**config.mk**
```make
export PLATFORM = sky130hd
export DESIGN_NAME = cpu_controller
export DESIGN_NICKNAME = d
export VERILOG_FILES = /design/src/rtl/cpu_controller.sv
export SDC_FILE = /design/constraint.sdc
export NUM_CORES = 1
export LEC_CHECK = 0
export BUFFER_PORTS_ARGS = -buffer_cell sky130_fd_sc_hd__buf_4
export CORE_UTILIZATION = 32
export DETAILED_ROUTE_END_ITERATION = 10
export GPL_ROUTABILITY_DRIVEN = 0
export GPL_TIMING_DRIVEN = 0
export MAX_ROUTING_LAYER = met4
export SYNTH_ARGS = -nofsm -noshare
export SYNTH_HDL_FRONTEND = slang
export SYNTH_SLANG_ARGS = --single-unit
```
**constraint.sdc**
```tcl
create_clock -name clk -period 1.4 [get_ports clk]
set_input_delay 0.07 -clock clk [delete_from_list [all_inputs] [get_ports clk]]
set_output_delay 0.07 -clock clk [all_outputs]
set_load 0.01 [all_outputs]
```
**src/rtl/cpu_controller.sv**
```systemverilog
// cpu_controller: Moore FSM sequencing register-file and ALU strobes for the
// MOV/ALU instruction subset; all outputs decode from state and the captured IR.
module cpu_controller (
    input  logic        clk,
    input  logic        reset_n,
    input  logic        s,
    input  logic [15:0] in,
    output logic        w,
    output logic [2:0]  readnum,
    output logic [2:0]  writenum,
    output logic [1:0]  vsel,
    output logic        loada,
    output logic        loadb,
    output logic        loadc,
    output logic        loads,
    output logic        write,
    output logic        asel,
    output logic        bsel,
    output logic [1:0]  shift,
    output logic [1:0]  ALUop,
    output logic [15:0] sximm8,
    output logic [15:0] sximm5
);
    typedef enum logic [2:0] {WAIT, DECODE, GET_A, GET_B, EXEC, WR_REG, WR_IMM} state_t;
    state_t state, state_next;
    logic [15:0] ir;
    logic [2:0] opcode, rn, rd, rm;
    logic [1:0] op, sh;
    logic mov_imm, mov_reg, alu, mvn, cmp;
    assign opcode  = ir[15:13];
    assign op      = ir[12:11];
    assign rn      = ir[10:8];
    assign rd      = ir[7:5];
    assign sh      = ir[4:3];
    assign rm      = ir[2:0];
    assign mov_imm = opcode == 3'b110 && op == 2'b10;
    assign mov_reg = opcode == 3'b110 && op == 2'b00;
    assign alu     = opcode == 3'b101;
    assign mvn     = alu && op == 2'b11;
    assign cmp     = alu && op == 2'b01;
    assign sximm8  = {{8{ir[7]}}, ir[7:0]};
    assign sximm5  = {{11{ir[4]}}, ir[4:0]};

    always_ff @(posedge clk or negedge reset_n) begin
        if (!reset_n) begin
            state <= WAIT;
            ir    <= 16'h0000;
        end else begin
            state <= state_next;
            if (state == WAIT && s) ir <= in;
        end
    end

    always_comb begin
        state_next = WAIT;
        w        = 1'b0;
        readnum  = 3'd0;
        writenum = 3'd0;
        vsel     = 2'b00;
        loada    = 1'b0;
        loadb    = 1'b0;
        loadc    = 1'b0;
        loads    = 1'b0;
        write    = 1'b0;
        asel     = 1'b0;
        bsel     = 1'b0;
        shift    = 2'b00;
        ALUop    = 2'b00;
        case (state)
            WAIT: begin
                w          = 1'b1;
                state_next = s ? DECODE : WAIT;
            end
            DECODE: state_next = mov_imm ? WR_IMM : (mov_reg || mvn) ? GET_B : alu ? GET_A : WAIT;
            GET_A: begin
                readnum    = rn;
                loada      = 1'b1;
                state_next = GET_B;
            end
            GET_B: begin
                readnum    = rm;
                loadb      = 1'b1;
                state_next = EXEC;
            end
            EXEC: begin
                // MOV reg passes Rm through as 0 + Rm; every ALU opcode uses op directly
                shift      = sh;
                asel       = mov_reg || mvn;
                ALUop      = mov_reg ? 2'b00 : op;
                loads      = cmp;
                loadc      = !cmp;
                state_next = cmp ? WAIT : WR_REG;
            end
            WR_REG: begin
                writenum = rd;
                write    = 1'b1;
            end
            WR_IMM: begin
                writenum = rn;
                vsel     = 2'b10;
                write    = 1'b1;
            end
            default: state_next = WAIT;
        endcase
    end
endmodule

```
==> flow_metrics.tcl <==
set metrics [dict create \
    die_w_um 65.49 \
    seq_area_frac_synth 0.3686 \
    synth_cell_types 34 \
    synth_compound_gate_area_share 0.07468 \
    grt_usage 0.1381 \
    dr_wl_met3_um 321 \
    synth_xor_area_frac 0 \
    arrival_ns 1.47 \
    io_buffers 68 \
    synthToLayoutAreaGrowth_pct 67.12 \
    crit_path_top_delay_cell "dfrtp_1" \
    hold_violations 0 \
    rsz0062_at_grt "true" \
    coreArea_um2 3771 \
    start_util 0.3421 \
    synthTopCellsByCount "buf_4, dfrtp_1, mux2_4" \
    clkPwrFrac 0.082 \
    combPwrFrac 0.649 \
    vdd_drop_max_mv 0.9601 \
    finalSetupViolCount 31 \
    cts.clk_slew.worst_paths_ns 0.07 \
    top_layer_used "met4" \
    drt_wl_total_mm 2.990 \
    vias 1069 \
    synth-adder-area-share 0 \
    drt_drc_violations_left 0 \
    syn_area_um2 1290 \
    final_max_slew_viol_count 0 \
    async_flop_share 1.000 \
    placed_cell_area_um2 1872 \
    p_leak_nw 1.118 \
    ys_ff_latch 19 \
    yosysWarnings 0 \
    fillers 336 \
    endpoint_kind "primary output" \
    synth_top_area_frac 0.3686 \
    max_stage_delay_ns 0.41 \
    path_class "reg -> out" \
    h-tree-depth 1 \
    cts_tree "built" \
    syn_inst 115 \
    worst_clock_skew_ns 0.005618 \
    cp-start-kind "flip-flop" \
    multi_input_area_um2 596.8 \
    yosysMostFrequentCell "buf_4" \
    crit_fanout 6 \
    regArea_um2 478.0 \
    insertion_delay_ns 0.26 \
    cpMostUsedCell "buf_6" \
    yosys-top-cells-area "dfrtp_1, buf_4, mux2_4" \
    antenna_left 0 \
    die_area_um2 4289 \
    die_h_um 65.49 \
    maxCapViolations 0 \
    p_switching_mw 1.586 \
    grt_pass1_vias 1014 \
    grt_overflow 0 \
    yosysTopAreaCell "dfrtp_1" \
    numCtsBuffers 3 \
    grt_max_degree 20 \
    antennaDiodeCount 0 \
    muxShareOfSynthArea 0.1688 \
    drive_above_1_share 0.7839 \
    clockBufferDepth 2 \
    status "finished, violations left" \
    rows 22 \
    grt_first_pass_wirelength_mm 4.498 \
    wire_per_inst_um 12.11 \
    fin_area_um2 2156 \
    antenna_found_initial 0 \
    finalSetupTns_ns -2.686 \
    totalPowerFinal_mw 4.636 \
    root_buffer "clkbuf_8" \
    wl_met2_mm 1.404 \
    cp.required_ns 1.33 \
    synth_top_family_by_area "buffers and inverters" \
    internal_power_mw 3.050 \
    holdWs_ns 0.03569 \
    wl_met1_mm 1.238 \
    layout.nets 219 \
    cts.sinks 19 \
    setup_ws_ns -0.1353 \
    seqPwrFrac 0.269 \
    violations "negative setup slack" \
    fin_crit_ns 1.535 \
    hp-class "in -> reg" \
    path_cells "buf_6 -> nor3b_4 -> buf_4 -> and2_4 -> buf_6" \
    via_per_inst 4.328 \
    synth_edf_count 0 \
    dp_hpwl_mm 2.134 \
    io_pins 71 \
    synth_simple_gate_area_frac 0.1503 \
    cellPowerDensity_nw_per_um2 2150 \
    drtIter0Drc 29 \
    drt_pre_antenna_iters 2 \
    ys.flop_type "dfrtp_1" \
    clock.fmax_mhz 651.3 \
    avgSynthCellArea_um2 11.22 \
    period_share 1.097 \
    switching_share 0.3422 \
]
critical path, delay by kind of cell, from the launching register on:
kind	cells	cell delay, ns
flip-flops	1	0.41
AND/OR/NAND/NOR	2	0.39
buffers and inverters	3	0.41
cells by family after synthesis:
kind of cell | count (synthesis)
DFF | 19
muxes | 16
AOI/OAI and AO/OA | 13
buffers and inverters | 40
and+or+nand+nor | 26
other | 1
path summary, 6_finish.rpt:
| check | start | endpoint | slack, ns | cells past startpoint |
|---|---|---|---|---|
| max | state[2] | shift[0] | -0.14 | 5 |
| min | in[13] | ir[13] | 0.04 | 2 |
| max reg2reg | state[0] | ir[0] | -0.13 | 4 |
| min reg2reg | ir[3] | ir[3] | 0.57 | 1 |
| max in group asynchronous | reset_n | state[1] | 0.96 | 2 |
| min in group asynchronous | reset_n | ir[14] | 0.22 | 2 |
cell usage in the layout, fill, tap and decap left out, types with 3 or more instances in the layout:
| cell | count |
|---|---|
| buf_4 | 99 |
| dfrtp_1 | 17 |
| buf_6 | 15 |
| mux2_4 | 15 |
| and2_4 | 6 |
| nor2b_1 | 4 |
| a22oi_2 | 3 |
| a22o_1 | 3 |
| clkbuf_8 | 3 |
area by class of cell:
cell class / instances / area share
timing repair buffer: 81 / 0.3157
buffer: 36 / 0.1329
sequential: 19 / 0.2217
tap: 48 / 0.02786
inverter: 2 / 0.003482
multi-input combinational: 57 / 0.2768
clock inverter: 1 / 0.002322
clock buffer: 3 / 0.01915
timing repair:
action                                 in CTS  in global routing
pin swaps                                   4                  6
gates cloned                                0                  1
endpoints found under the hold margin      19                  0
buffers inserted                            5                  6
gates resized for setup                    16                 19
hold buffers                                1                  0
setup endpoints to repair                  33                 32
power groups by stage:
stage          clock (mW)  combinational [mW]  sequential [mW]
6_report            0.382                3.01             1.25
5_1_grt             0.416                3.23             1.31
4_1_cts             0.394                2.79             1.23
3_5_place_dp            0                2.69             1.21
3_3_place_gp            0                2.64             1.19
2_1_floorplan           0                1.73             1.10
metrics by stage:
stage               worst slack [ns]  std cells  utilization
global placement             -0.1130        232       0.4964
floorplan                   -0.08811        116            -
detailed placement           -0.1187        232       0.4964
global route                 -0.2023        247       0.5717
finish                       -0.1353        247       0.5717
CTS                          -0.1507        240       0.5332
registers in the layout (all words and copies together) (netlist names):
signal,count
state,3
ir,16
layer usage:
metal,vias to the layer above,track usage
li1,528,-
met1,483,0.1658
met2,56,0.2345
met3,2,0.03125
met4,0,0.03261
met5,-,-
Note: power is estimated with default switching activity, not from simulation.
